--- config.mk ---
export PLATFORM = sky130hd
export DESIGN_NAME = attack_responder
export DESIGN_NICKNAME = d
export VERILOG_FILES = /design/src/rtl/attack_responder.sv
export SDC_FILE = /design/constraint.sdc
export NUM_CORES = 1
export LEC_CHECK = 0
export CORE_MARGIN = 4
export CORE_UTILIZATION = 43
export DETAILED_ROUTE_END_ITERATION = 12
export PLACE_DENSITY = 0.63
export RECOVER_POWER = 50
export SETUP_SLACK_MARGIN = 0.3
export SLEW_MARGIN = 10
export SYNTH_ARGS = -nofsm -noshare
export SYNTH_HDL_FRONTEND = slang
export SYNTH_SLANG_ARGS = --single-unit
--- constraint.sdc ---
create_clock -name clk -period 5.7 [get_ports clk]
set_input_delay 1.14 -clock clk [delete_from_list [all_inputs] [get_ports clk]]
set_output_delay 1.14 -clock clk [all_outputs]
set_load 0.005 [all_outputs]
--- src/rtl/attack_responder.sv ---
// attack_responder
//   Turn-side responder to the game-control FSM. Runs the per-turn timeout
//   counter, validates player shot coordinates and, after a timeout, picks a
//   random on-board shot from a free-running 6-bit LFSR.
//
// Ports
//   clk, rst_n             clock, asynchronous active-low reset
//   en_attack_p1/p2        FSM attack-phase enables (p1 wins if both high)
//   en_attack_random       FSM random-attack phase
//   en_check               FSM check phase (observed only)
//   fire_p1/p2             single-cycle fire pulses
//   target[5:0]            shot coordinate, row=[5:3], col=[2:0]
//   end_attack_p1/p2       one-cycle pulse: shot accepted for that player
//   timeout                level: turn time expired
//   current_player[1:0]    01=P1, 10=P2, 00=none
//   attack_row/col[2:0]    latched coordinate of last accepted shot
//   attack_valid           one-cycle pulse alongside end_attack_*
//   seconds_left[4:0]      (TURN_SECONDS_EN only) whole seconds left in turn
//
// Optional feature macro: TURN_SECONDS_EN adds CYCLES_PER_SEC and
// seconds_left. With the macro undefined the port and its logic are absent.
//
// state        | meaning
// -------------+---------------------------------------------------------
// ST_IDLE      | waiting for an attack-phase enable
// ST_WAIT_P1   | player 1 turn, timer running
// ST_WAIT_P2   | player 2 turn, timer running
// ST_TIMED_OUT | turn expired, timeout held until random phase starts
// ST_RANDOM    | drawing LFSR values until one lands on the board

module attack_responder #(
  parameter int         BOARD_N        = 5,
  parameter int         TIMEOUT_CYCLES = 750000000,
  parameter int         CNT_W          = 30,
  parameter logic [5:0] LFSR_SEED      = 6'h2B
`ifdef TURN_SECONDS_EN
  , parameter int       CYCLES_PER_SEC = 50000000
`endif
) (
  input  logic       clk,
  input  logic       rst_n,
  input  logic       en_attack_p1,
  input  logic       en_attack_p2,
  input  logic       en_attack_random,
  input  logic       en_check,
  input  logic       fire_p1,
  input  logic       fire_p2,
  input  logic [5:0] target,
  output logic       end_attack_p1,
  output logic       end_attack_p2,
  output logic       timeout,
  output logic [1:0] current_player,
  output logic [2:0] attack_row,
  output logic [2:0] attack_col,
  output logic       attack_valid
`ifdef TURN_SECONDS_EN
  , output logic [4:0] seconds_left
`endif
);

  typedef enum logic [2:0] {
    ST_IDLE,
    ST_WAIT_P1,
    ST_WAIT_P2,
    ST_TIMED_OUT,
    ST_RANDOM
  } state_t;

  localparam logic [CNT_W-1:0] TIMER_LAST = CNT_W'(TIMEOUT_CYCLES - 1);
  // Compared at 4 bits so BOARD_N = 8 still admits every 3-bit coordinate.
  localparam logic [3:0]       BOARD_LIM  = 4'(BOARD_N);

  function automatic logic on_board(input logic [5:0] coord);
    return ({1'b0, coord[5:3]} < BOARD_LIM) && ({1'b0, coord[2:0]} < BOARD_LIM);
  endfunction

  state_t           state;
  logic [CNT_W-1:0] timer;
  logic [5:0]       lfsr;

  // The check phase needs no action here; the input is kept for interface
  // symmetry with the game-control FSM.
  logic unused_en_check;
  assign unused_en_check = en_check;

  // Both WAIT states share one branch; these pick the owning player's inputs.
  logic in_wait;
  logic wait_en;
  logic wait_shot;
  logic timer_done;
  logic wait_stay;

  assign in_wait    = (state == ST_WAIT_P1) || (state == ST_WAIT_P2);
  assign wait_en    = (state == ST_WAIT_P1) ? en_attack_p1 : en_attack_p2;
  assign wait_shot  = ((state == ST_WAIT_P1) ? fire_p1 : fire_p2) && on_board(target);
  assign timer_done = (timer == TIMER_LAST);
  assign wait_stay  = in_wait && wait_en && !wait_shot && !timer_done;

  // x^6 + x^5 + 1, maximal length 63; runs in every state.
  always_ff @(posedge clk or negedge rst_n) begin
    if (!rst_n) begin
      lfsr <= LFSR_SEED;
    end else begin
      lfsr <= {lfsr[4:0], lfsr[5] ^ lfsr[4]};
    end
  end

  always_ff @(posedge clk or negedge rst_n) begin
    if (!rst_n) begin
      state          <= ST_IDLE;
      timer          <= '0;
      end_attack_p1  <= 1'b0;
      end_attack_p2  <= 1'b0;
      timeout        <= 1'b0;
      current_player <= 2'b00;
      attack_row     <= 3'd0;
      attack_col     <= 3'd0;
      attack_valid   <= 1'b0;
    end else begin
      end_attack_p1 <= 1'b0;
      end_attack_p2 <= 1'b0;
      attack_valid  <= 1'b0;

      case (state)
        ST_IDLE: begin
          if (en_attack_p1) begin
            state          <= ST_WAIT_P1;
            current_player <= 2'b01;
            timer          <= '0;
          end else if (en_attack_p2) begin
            state          <= ST_WAIT_P2;
            current_player <= 2'b10;
            timer          <= '0;
          end else if (en_attack_random) begin
            state <= ST_RANDOM;
          end
        end

        ST_WAIT_P1, ST_WAIT_P2: begin
          if (!wait_en) begin
            state <= ST_IDLE;
            timer <= '0;
          end else if (wait_shot) begin
            // A valid shot on the terminal cycle beats the timeout.
            attack_row    <= target[5:3];
            attack_col    <= target[2:0];
            end_attack_p1 <= (state == ST_WAIT_P1);
            end_attack_p2 <= (state == ST_WAIT_P2);
            attack_valid  <= 1'b1;
            state         <= ST_IDLE;
            timer         <= '0;
          end else if (timer_done) begin
            timeout <= 1'b1;
            state   <= ST_TIMED_OUT;
            timer   <= '0;
          end else begin
            timer <= timer + CNT_W'(1);
          end
        end

        ST_TIMED_OUT: begin
          if (en_attack_random) begin
            timeout <= 1'b0;
            state   <= ST_RANDOM;
          end
        end

        ST_RANDOM: begin
          if (!en_attack_random) begin
            state <= ST_IDLE;
          end else if (on_board(lfsr)) begin
            attack_row <= lfsr[5:3];
            attack_col <= lfsr[2:0];
            // With no player recorded yet the random shot is credited to p1.
            if (current_player == 2'b10) begin
              end_attack_p2 <= 1'b1;
            end else begin
              end_attack_p1 <= 1'b1;
            end
            attack_valid <= 1'b1;
            state        <= ST_IDLE;
          end
        end

        default: begin
          state <= ST_IDLE;
          timer <= '0;
        end
      endcase
    end
  end

`ifdef TURN_SECONDS_EN
  localparam int SECS = (TIMEOUT_CYCLES + CYCLES_PER_SEC - 1) / CYCLES_PER_SEC;
  localparam logic [CNT_W-1:0] SEC_LAST = CNT_W'(CYCLES_PER_SEC - 1);

  logic [CNT_W-1:0] sec_cnt;
  logic             wait_entry;

  assign wait_entry = (state == ST_IDLE) && (en_attack_p1 || en_attack_p2);

  // Driven from the next-state conditions so the count reads 0 exactly when
  // the FSM is outside the WAIT states.
  always_ff @(posedge clk or negedge rst_n) begin
    if (!rst_n) begin
      seconds_left <= 5'd0;
      sec_cnt      <= '0;
    end else if (wait_entry) begin
      seconds_left <= 5'(SECS);
      sec_cnt      <= '0;
    end else if (wait_stay) begin
      if (sec_cnt == SEC_LAST) begin
        sec_cnt <= '0;
        if (seconds_left != 5'd0) begin
          seconds_left <= seconds_left - 5'd1;
        end
      end else begin
        sec_cnt <= sec_cnt + CNT_W'(1);
      end
    end else begin
      seconds_left <= 5'd0;
      sec_cnt      <= '0;
    end
  end
`else
  logic unused_wait_stay;
  assign unused_wait_stay = wait_stay;
`endif

endmodule

=== Word level (Yosys, flattened, before mapping) ===
Cells that the tools add are included.

* Bits in latches: 0
* Bits in read-only memories: 0
* RAM bits: 0
* Output and inout bits: 12
* Memories kept: 0
* Register bits after elaboration: 51

* Div/mod/pow operators: 0
* Multiplexer cells: 51
* Shift-type cells: 0
* $lt $le $gt $ge: 4
* Reduce and logical (&&, ||, !) cells: 14
* Equal/unequal tests: 16
* Multiply operators: 0
* Add/sub/neg operators: 1
* Bitwise logic cells: 2

{| class="wikitable"
|+ Operators with widths
! operator !! number
|-
| 2-to-1 mux 30 bit || 5
|-
| case mux 30 bit (3 select lines) || 1
|-
| 2-to-1 mux 3 bit || 16
|-
| adder 30 x 1 -> 30 bit (second input constant) || 1
|-
| equality test 30 bit (second input constant) || 1
|-
| 2-to-1 mux 1 bit || 20
|-
| != test 2 bit (second input constant) || 7
|-
| less-than comparator 3 bit (second input constant) || 4
|-
| case mux 3 bit (2 select lines) || 2
|-
| case mux 3 bit (4 select lines) || 1
|-
| AND reduction 5 bit || 2
|-
| case mux 1 bit (2 select lines) || 4
|-
| equality test 3 x 2 -> 1 bit (second input constant) || 2
|-
| != test 3 bit (second input constant) || 2
|-
| AND reduction 2 bit || 3
|-
| nonzero test 2 bit || 3
|-
| 2-to-1 mux 2 bit || 2
|-
| != test 4 bit (second input constant) || 1
|-
| OR reduction 2 bit || 2
|-
| equality test 3 x 1 -> 1 bit (second input constant) || 1
|-
| equality test 3 bit (second input constant) || 1
|-
| logical AND 1 bit || 3
|-
| zero test 3 bit || 1
|-
| equality test 2 bit (second input constant) || 1
|-
| 2 further kinds || 2
|}

=== Longest topological paths before layout ===
Gate-level depths: netlist of run 1.

* Depth after elaboration: 6
* Gate-level depth with buffers: 8

=== Worst setup path before layout of run 1 ===
Ideal clock, no wire load.

* Path kind: input -> register
* From: in en_attack_p1
* To: reg timer[3]
* Arrival time: 2.316 ns
* Setup time: 0.119 ns
* Path buffers: 1
* Data required time: 5.581 ns
* Setup slack: 3.265 ns
* Stages on the path: 6
* Cells stage by stage: o21ba_2 > o21ai_0 > clkbuf_1 > nor2_1 > xnor2_1 > nor2_2

* Cells in the longest elaborated chain, start to end: 3

{| class="wikitable"
|+ RTL lines
! element !! RTL line !! text
|-
| start: declaration || 42 || <nowiki>input logic en_attack_p1,</nowiki>
|-
| 2-to-1 mux 1 bit || 94 || <nowiki>assign wait_en = (state == ST_WAIT_P1) ? en_attack_p1 : en_attack_p2;</nowiki>
|-
| 2-to-1 mux 30 bit || 140 || <nowiki>if (!wait_en) begin</nowiki>
|-
| case mux 30 bit (3 select lines) || 124 || <nowiki>case (state)</nowiki>
|-
| end signal: assignment || 157 || <nowiki>timer <= timer + CNT_W'(1);</nowiki>
|-
| end: declaration || 78 || <nowiki>logic [CNT_W-1:0] timer;</nowiki>
|}

Parallel ways exist; a longest one is shown, timed or not.
A chain may end at the register's enable or synchronous reset.

==> flow_metrics.py, run 1 <==
metrics = {
    "sta": {
        "setup-violations-final": 0,
        "post-route-period-util": 0.588,
        "fin_crit_ns": 3.35,
        "hold_viol": 0,
        "timing.fmax_mhz": 298,
        "layout_setup_ws_ns": 2.35,
        "rsz0062_at_grt": "false",
        "finalClockSkew_ns": 0.00922,
        "finalMaxSlewViolations": 52,
        "slew_headroom": -0.829,
        "worst_slew_pin_slew_ns": 2.74,
        "fin_tns_setup_ns": 0,
    },
    "die": {
        "floorplan.die_area_sq_um": 7460,
        "core_area_sq_um": 5960,
        "rows": 28,
        "initial_utilization": 0.443,
        "io_pins": 26,
        "die_w_microns": 86.4,
        "die_h_microns": 86.4,
    },
    "yosys": {
        "synth_fa_ha_area_frac": 0.0142,
        "async_flop_share": 1.00,
        "muxShareOfSynthArea": 0.0550,
        "synth_compound_area_frac": 0.0787,
        "yosys.area_share.simple": 0.247,
        "synth_edf_count": 0,
        "synthDistinctLibCells": 50,
        "synth-seq-cells": 51,
        "avgSynthCellArea_sq_um": 10.0,
        "postSynthCellCount": 264,
        "syn_nets": 281,
        "syn-cell-area_sq_um": 2640,
        "synth-xor-area-share": 0.0829,
        "synth.yosys.seq_area_share": 0.485,
        "yosys_warnings": 0,
        "synth_top_family_by_area": "simple AND/OR/NAND/NOR gates",
        "ys.flop_type": "dfrtp_1",
    },
    "grt": {
        "grt_use_met3": 0.0314,
        "grt_busiest_layer": "met2",
        "track_usage": 0.156,
        "grt_overflow": 0,
        "grt_pass1_vias": 1931,
        "grt_max_degree": 52,
        "antenna_found_initial": 0,
        "met1_usage": 0.215,
        "grt_first_pass_wirelength_mm": 9.34,
        "grt_use_met2": 0.256,
    },
    "cts": {
        "cts_root_buffer": "clkbuf_8",
        "clock_latency_ns": 0.30,
        "cts_tree": "yes",
        "clockBufferDepth": 2,
        "cts_buffers": 5,
        "ctsHoldBuffers": 0,
        "postCtsSetupBuffers": 0,
        "cts.repair.resized": 0,
        "numClockSinks": 51,
        "htreeDepth": 2,
        "path_clk_slew_ns": 0.09,
    },
    "power": {
        "power_mw": 0.995,
        "switchingPower_mw": 0.306,
        "p_int_mw": 0.689,
        "clkPwrFrac": 0.262,
        "p_sw_frac": 0.307,
        "power_frac_comb": 0.291,
        "power_frac_seq": 0.447,
        "peakVddDrop_mv": 0.191,
        "p_per_area_nw_per_um2": 327,
        "total_leakage_power_nw": 1.20,
    },
    "detailed_routing": {
        "dr_total_vias": 1961,
        "viasPerCell": 5.37,
        "wl_mm": 5.31,
        "wl_per_cell_microns": 14.5,
        "drt_pre_antenna_iters": 4,
        "drtIter0Drc": 96,
        "ant_nets": 0,
        "drc": 0,
    },
    "setup_path": {
        "worst_setup_path_end_kind": "asynchronous set/reset pin",
        "worst-path-buf-inv": 2,
        "worstPathMaxFanout": 51,
        "critical_path_class": "input pin to asynchronous set/reset pin",
        "crit_path_top_delay_cell": "clkbuf_1",
        "arrival_ns": 3.18,
        "required_ns": 5.53,
        "slowest_delay_ns": 1.92,
        "path_cells": "buf_2, clkbuf_1",
        "crit_family": "buffers and inverters",
        "worstSetupStartpointType": "input pin",
    },
    "finish": {
        "layout_common_cells": "dfrtp_1 (47), nor2_1 (34), xnor2_1 (23), clkdlybuf4s50_1 (23), nand2_1 (20)",
        "drive_gt1_frac": 0.121,
        "diodes": 0,
        "ff_latch_area_sq_um": 1280,
        "final_common_cell": "dfrtp_1",
        "fin_util": 0.511,
        "fillers": 579,
        "multi_input_area_sq_um": 1260,
        "area_growth_pct": 15.4,
        "layout.nets": 306,
        "stdcell_count": 365,
    },
    "flow_run": {
        "maxCapViolations": 1,
    },
    "min_path": {
        "hold_path_class": "flop to flop",
    },
    "outcome": {
        "violations": "capacitance limit, slew limit",
        "outcome": "finished, violations left",
    },
    "placed_design": {
        "dp.final_hpwl_mm": 3.71,
        "place_ws_ns": 2.30,
        "portBuffers": 24,
        "place_congestion": 0.822,
        "placed_cells": 357,
    },
}
-- cell families (layout without fill, tap and decap cells) --
logic type | after synthesis | after routing
AO/OA/AOI/OAI | 27 | 27
flip-flops | 51 | 51
AND/OR/NAND/NOR | 126 | 126
multiplexers | 13 | 13
adder cells (fa/ha/maj) | 3 | 3
buffers and inverters | 19 | 45
XOR/XNOR | 25 | 25
-- flip-flops by register name (all words and copies together) (netlist names), 2 cells and up --
signal / count
lfsr: 6
timer: 30
current_player: 2
attack_row: 3
attack_col: 3
state: 3
-- synth_stat cells, types with 2 or more instances --
| library cell | n | area, sq um |
|---|---|---|
| o21ai_0 | 7 | 35.0 |
| ha_1 | 3 | 37.5 |
| o22ai_1 | 2 | 12.5 |
| xor2_1 | 2 | 17.5 |
| nand2_1 | 20 | 75.1 |
| and4_1 | 3 | 26.3 |
| clkbuf_1 | 5 | 18.8 |
| nor2_1 | 34 | 128 |
| and3_1 | 4 | 25.0 |
| mux2_2 | 12 | 135 |
| and2_1 | 4 | 25.0 |
| nor4_1 | 8 | 50.1 |
| nand4_1 | 5 | 31.3 |
| inv_1 | 10 | 37.5 |
| nor4b_1 | 2 | 17.5 |
| xnor2_1 | 23 | 201 |
| nor3_1 | 14 | 70.1 |
| buf_6 | 3 | 33.8 |
| a21oi_1 | 3 | 15.0 |
| nor3b_1 | 4 | 30.0 |
| dfstp_2 | 4 | 105 |
| dfrtp_1 | 47 | 1180 |
| or2_2 | 2 | 12.5 |
| and3_2 | 2 | 15.0 |
| nand3_1 | 16 | 80.1 |
-- layout make-up --
type                       count  share of cell area
clock buffer                   6              0.0271
timing repair buffer          27              0.0834
sequential                    51               0.421
tap                           75              0.0308
multi-input combinational    194               0.414
clock inverter                 2              0.0115
inverter                      10              0.0123
-- path summary, 6_finish.rpt --
kind	cells past startpoint	startpoint	slack, ns	to
max	2	rst_n	2.35	attack_col[0]$_DFFE_PN0P_
min	0	lfsr[0]$_DFF_PN1_	0.39	lfsr[1]$_DFF_PN1_
max reg2reg	5	timer[17]$_DFFE_PN0P_	3.09	timer[9]$_DFFE_PN0P_
min reg2reg	0	lfsr[0]$_DFF_PN1_	0.39	lfsr[1]$_DFF_PN1_
max in group clk	5	en_attack_p2	2.64	timer[9]$_DFFE_PN0P_
min in group asynchronous	2	rst_n	1.79	current_player[0]$_DFFE_PN0P_
-- metal layers --
layer  up-vias  wire length, microns  share of wire
met1       955                  2630           0.50
met5         -                     0              0
met2        26                  2480           0.47
li1        974                     -              -
met4         0                    55          0.010
met3         6                   143          0.027
-- stage by stage --
step,cell area [sq um],hold WS (ns)
after floorplan,2640,0.359
after global placement,2930,0.367
after detailed placement,2930,0.366
after CTS,3050,0.385
after global routing,3050,0.412
final,3050,0.395
-- worst reg2reg max path, cell delays in order (launching register included) --
cell and delay [ns]:
dfrtp_1 0.44, or4b_1 0.50, or3_1 0.35, or4_4 0.47, a21oi_4 0.59, nor2_1 0.12
-- power groups by stage --
stage | logic, mW | registers, mW | clock network (mW)
finish | 0.289 | 0.445 | 0.261
CTS | 0.296 | 0.444 | 0.271
detailed placement | 0.295 | 0.451 | 0
floorplan | 0.203 | 0.443 | 0
global route | 0.321 | 0.453 | 0.285
global placement | 0.290 | 0.450 | 0
No activity file was read; power rests on OpenSTA's default activity.
==> inputs of run 2 (changes only) <==
Clock period 5.7 ns to 3.3 ns, I/O delays scaled along.
==> run 2 against run 1 <==
Effect of this change:
- power grew 66%
- utilization shrank 0.19 points
- critical endpoint is now timer[28]$_DFFE_PN0P_
- largest cell class unchanged
- the run still ends with capacitance limit, slew limit left
- wire length decreased by 4.1%
==> flow_metrics.py, run 2 (synthesis results as in run 1) <==
metrics = {
    "outcome": {
        "outcome": "finished, violations left",
        "violations": "capacitance limit, slew limit",
    },
    "grt": {
        "grt_first_pass_wirelength_mm": 9.21,
        "grt_overflow": 0,
        "grt_max_degree": 38,
        "grt_pass1_vias": 1922,
        "antenna_found_initial": 0,
        "track_usage": 0.154,
    },
    "cts": {
        "htreeDepth": 2,
        "clock_latency_ns": 0.31,
        "ctsHoldBuffers": 0,
        "postCtsSetupBuffers": 0,
        "numClockSinks": 51,
        "clockBufferDepth": 2,
        "cts_buffers": 5,
        "cts_tree": "yes",
        "path_clk_slew_ns": 0.10,
        "cts_root_buffer": "clkbuf_8",
        "cts.repair.resized": 0,
    },
    "detailed_routing": {
        "wl_mm": 5.09,
        "ant_nets": 0,
        "drc": 0,
        "wl_per_cell_microns": 13.9,
        "drtIter0Drc": 69,
        "dr_total_vias": 1951,
        "drt_pre_antenna_iters": 4,
        "viasPerCell": 5.32,
    },
    "setup_path": {
        "path_cells": "or4b_1, or3_1, or4_4, a21oi_4, nor2_1",
        "critical_path_class": "flop to flop",
        "slowest_delay_ns": 0.58,
        "required_ns": 3.47,
        "worstSetupStartpointType": "flop",
        "worst_setup_path_end_kind": "flop",
        "crit_path_top_delay_cell": "a21oi_4",
        "arrival_ns": 2.77,
        "worstPathMaxFanout": 25,
    },
    "sta": {
        "fin_crit_ns": 2.60,
        "hold_viol": 0,
        "setup-violations-final": 0,
        "slew_headroom": -0.295,
        "finalClockSkew_ns": 0.00729,
        "post-route-period-util": 0.787,
        "rsz0062_at_grt": "false",
        "hold_ws_ns": 0.402,
        "timing.fmax_mhz": 385,
        "finalMaxSlewViolations": 38,
        "fin_tns_setup_ns": 0,
        "worst_slew_pin_slew_ns": 1.94,
    },
    "placed_design": {
        "portBuffers": 24,
        "place_congestion": 0.829,
        "dp.final_hpwl_mm": 3.61,
        "placedInstanceArea_sq_um": 2950,
    },
    "die": {
        "die_w_microns": 86.4,
        "initial_utilization": 0.443,
        "core_area_sq_um": 5960,
        "die_h_microns": 86.4,
        "floorplan.die_area_sq_um": 7460,
        "io_pins": 26,
        "rows": 28,
    },
    "power": {
        "peakVddDrop_mv": 0.280,
        "switchingPower_mw": 0.548,
        "power_frac_seq": 0.462,
        "p_per_area_nw_per_um2": 546,
        "power_frac_comb": 0.304,
        "p_int_mw": 1.11,
        "power_mw": 1.66,
        "p_sw_frac": 0.331,
        "clkPwrFrac": 0.234,
        "total_leakage_power_nw": 1.19,
    },
    "finish": {
        "top_regs": "timer x30, lfsr x6",
        "final_cell_area_sq_um": 3030,
        "fillers": 571,
        "final_common_cell": "dfrtp_1",
        "area_growth_pct": 14.9,
        "diodes": 0,
        "layout_common_cells": "dfrtp_1 (47), nor2_1 (34), xnor2_1 (23), clkdlybuf4s50_1 (23), nand2_1 (20)",
        "largest_reg_flops": 30,
        "layout.nets": 308,
        "regMostFlops": "timer",
        "drive_gt1_frac": 0.120,
    },
    "flow_run": {
        "maxCapViolations": 1,
    },
    "min_path": {
        "hold_path_class": "flop to flop",
    },
}
[run 2: cell count changes in the layout (fill, tap and decap cells not counted)]
| cell | change |
|---|---|
| clkbuf_1 | +2 |
| buf_2 | -1 |
| buf_4 | +1 |
| bufinv_16 | -1 |
| clkbuf_8 | -1 |
| clkinv_2 | -1 |
| clkinvlp_4 | +1 |
| inv_6 | +1 |
| inv_8 | +1 |
[run 2: worst max-delay path, delay by kind of cell (launching register included)]
kind               cells  cell delay, ns
and+or+nand+nor        4            1.44
AOI/OAI and AO/OA      1            0.58
DFF                    1            0.44
[run 2: worst paths after layout]
check / to / slack (ns) / startpoint / cells past startpoint
max in group asynchronous: lfsr[0]$_DFF_PN1_ / 1.21 / rst_n / 2
worst max-delay path: timer[28]$_DFFE_PN0P_ / 0.70 / timer[17]$_DFFE_PN0P_ / 5
worst min register to register: lfsr[1]$_DFF_PN1_ / 0.40 / lfsr[0]$_DFF_PN1_ / 0
min in group asynchronous: current_player[0]$_DFFE_PN0P_ / 0.88 / rst_n / 1
worst max register to register: timer[28]$_DFFE_PN0P_ / 0.70 / timer[17]$_DFFE_PN0P_ / 5
worst min-delay path: lfsr[1]$_DFF_PN1_ / 0.40 / lfsr[0]$_DFF_PN1_ / 0
[run 2: routing by layer]
layer | track usage | vias up | share of wire
li1 | - | 979 | -
met1 | 0.224 | 930 | 0.50
met2 | 0.236 | 37 | 0.45
met3 | 0.0333 | 5 | 0.039
met4 | 0.0382 | 0 | 0.013
met5 | 0 | - | 0
[run 2: through the flow]
step,utilization,instances,worst slack (ns)
finish,0.509,367,0.703
global route,0.509,367,0.533
CTS,0.511,367,0.672
detailed placement,0.495,359,0.679
global placement,0.495,359,0.703
floorplan,-,264,1.10
[run 2: layout make-up]
class	instances	area (sq um)	area share
Clock buffer	5	68.8	0.0227
Clock inverter	3	27.5	0.00907
Inverter	10	37.5	0.0124
Multi-Input combinational cell	194	1260	0.416
Sequential cell	51	1280	0.422
Tap cell	75	93.8	0.0309
Timing Repair Buffer	29	264	0.0870
[run 2: power by group through the flow]
| stage | sequential (mW) | clock [mW] | combinational, mW |
|---|---|---|---|
| finish | 0.766 | 0.387 | 0.503 |
| floorplan | 0.765 | 0 | 0.351 |
| global placement | 0.777 | 0 | 0.510 |
| detailed placement | 0.778 | 0 | 0.515 |
| CTS | 0.766 | 0.401 | 0.516 |
| global route | 0.783 | 0.422 | 0.564 |
==> inputs of run 3 (changes only) <==
Clock period 3.3 ns to 2.62 ns, I/O delays scaled along.
==> run 3 against run 2 <==
Effect of this change:
- the flow now finishes without violations
- via count up 0.46%
- global-route usage increased by 0.30 points
- utilization grew 1.4 points
- register-to-register slack got worse by 0.39 ns
- clock-buffer cell count unchanged
- worst hold slack got worse by 0.0076 ns
- clock power up 65%
- die area did not move
- power grew 40%
- critical path depth stayed put
- sequential share of layout area down 1.1 points
- first-iteration DRC count grew 52%
- critical path type unchanged
==> flow_metrics.py, run 3 (synthesis results as in run 1) <==
metrics = {
    "outcome": {
        "outcome": "finished clean",
    },
    "sta": {
        "post-route-period-util": 0.881,
        "fin_tns_setup_ns": 0,
        "finalMaxSlewViolations": 0,
        "setup-violations-final": 0,
        "layout_setup_ws_ns": 0.313,
        "rsz0062_at_grt": "true",
        "worst_slew_pin_slew_ns": 1.24,
        "fin_crit_ns": 2.31,
        "timing.fmax_mhz": 433,
        "slew_headroom": 0.171,
        "finalClockSkew_ns": 0.00752,
        "hold_viol": 0,
    },
    "cts": {
        "path_clk_slew_ns": 0.09,
        "numClockSinks": 51,
        "clockBufferDepth": 2,
        "htreeDepth": 2,
        "cts_buffers": 5,
        "cts_root_buffer": "clkbuf_8",
        "clock_latency_ns": 0.30,
        "cts_tree": "yes",
    },
    "setup_path": {
        "arrival_ns": 2.50,
        "reg2reg_slack_ns": 0.31,
        "r2r-end": "timer[0]$_DFFE_PN0P_",
        "r2r-start": "timer[11]$_DFFE_PN0P_",
        "slowest_delay_ns": 0.48,
        "worst-path-buf-inv": 0,
        "path_cells": "or4b_1, or3_4, or4_4, and2_4, mux2_2",
        "worstSetupStartpointType": "flop",
        "crit_family": "simple AND/OR/NAND/NOR gates",
        "worstPathMaxFanout": 5,
        "ff2ff_path_depth": 5,
        "crit_path_top_delay_cell": "or4b_1",
        "worst_setup_path_end_kind": "flop",
        "required_ns": 2.81,
        "critical_path_class": "flop to flop",
    },
    "detailed_routing": {
        "ant_nets": 0,
        "viasPerCell": 5.31,
        "drc": 0,
        "wl_mm": 5.26,
        "drt_pre_antenna_iters": 4,
        "drtIter0Drc": 105,
        "dr_total_vias": 1960,
        "wl_per_cell_microns": 14.2,
    },
    "finish": {
        "fillers": 571,
        "layout.nets": 310,
        "largest_reg_flops": 30,
        "diodes": 0,
        "final_common_cell": "dfrtp_1",
        "layout_common_cells": "dfrtp_1 (46), nor2_1 (34), xnor2_1 (23), clkdlybuf4s50_1 (23), nand2_1 (20)",
        "ff_latch_area_sq_um": 1280,
        "regMostFlops": "timer",
        "drive_gt1_frac": 0.139,
        "area_growth_pct": 18.1,
        "stdcell_count": 369,
        "multi_input_area_sq_um": 1270,
        "top_regs": "timer x30, lfsr x6",
    },
    "power": {
        "p_per_area_nw_per_um2": 744,
        "total_leakage_power_nw": 1.23,
        "peakVddDrop_mv": 0.389,
    },
    "min_path": {
        "whs_endpoint": "lfsr[1]$_DFF_PN1_",
        "hold_path_class": "flop to flop",
        "min-delay-start": "lfsr[0]$_DFF_PN1_",
        "hold_depth": 0,
    },
    "die": {
        "floorplan.die_area_sq_um": 7460,
        "rows": 28,
        "die_h_microns": 86.4,
        "initial_utilization": 0.443,
        "core_area_sq_um": 5960,
        "die_w_microns": 86.4,
        "io_pins": 26,
    },
    "grt": {
        "grt_max_degree": 29,
        "antenna_found_initial": 0,
        "track_usage": 0.157,
        "grt_pass1_vias": 1882,
        "grt_first_pass_wirelength_mm": 9.36,
        "grt_overflow": 0,
    },
    "flow_run": {
        "maxCapViolations": 0,
    },
    "placed_design": {
        "placed_cells": 360,
        "place_ws_ns": 0.184,
        "place_congestion": 0.822,
        "portBuffers": 24,
        "dp.final_hpwl_mm": 3.78,
    },
}
[run 3: layout make-up]
class | count | share of cell area
Clock buffer | 5 | 0.0221
Clock inverter | 3 | 0.0217
Multi-Input combinational cell | 194 | 0.406
Inverter | 10 | 0.0120
Sequential cell | 51 | 0.411
Tap cell | 75 | 0.0301
Timing Repair Buffer | 31 | 0.0963
[run 3: worst max path at each step]
stage,startpoint,end,slack [ns],cells past startpoint
after floorplan,timer[17]$_DFFE_PN0P_,timer[10]$_DFFE_PN0P_,0.42,6
after global placement,target[1],attack_col[1]$_DFFE_PN0P_,0.19,6
after detailed placement,target[1],attack_row[1]$_DFFE_PN0P_,0.18,6
after CTS,timer[17]$_DFFE_PN0P_,timer[25]$_DFFE_PN0P_,0.31,6
after global routing,timer[17]$_DFFE_PN0P_,timer[0]$_DFFE_PN0P_,0.27,5
final,timer[11]$_DFFE_PN0P_,timer[0]$_DFFE_PN0P_,0.31,5
[run 3: per-layer routing]
metal  share of wire  up-vias  wire length (microns)  global-route usage
met5               0        -                      0                   0
met4           0.017        0                     90              0.0482
met3           0.032        8                    167              0.0333
met2            0.47       27                   2460               0.234
met1            0.48      946                   2540               0.230
li1                -      979                      -                   -
[run 3: through the flow]
step | total power, mW | util | instance area [sq um] | hold WS [ns]
3_5_place_dp | 1.66 | 0.498 | 2970 | 0.365
2_1_floorplan | 1.41 | - | 2640 | 0.228
3_3_place_gp | 1.65 | 0.498 | 2970 | 0.367
5_1_grt | 2.46 | 0.523 | 3120 | 0.409
6_report | 2.32 | 0.523 | 3120 | 0.395
4_1_cts | 2.33 | 0.522 | 3110 | 0.217
[run 3: power by group]
group / total, mW / leakage (nW) / internal (mW) / switching [mW]
Sequential: 0.966 / 0.678 / 0.882 / 0.0844
Clock: 0.638 / 0.0644 / 0.381 / 0.257
Combinational: 0.713 / 0.486 / 0.374 / 0.339
Total: 2.32 / 1.23 / 1.64 / 0.681
[run 3: repair_timing]
item                                    4_1_cts  5_1_grt
buffers inserted                              0        1
gates resized for setup                       2        4
endpoints found under the setup margin       17       28
pin swaps                                     0        1
hold buffers                                  0        0
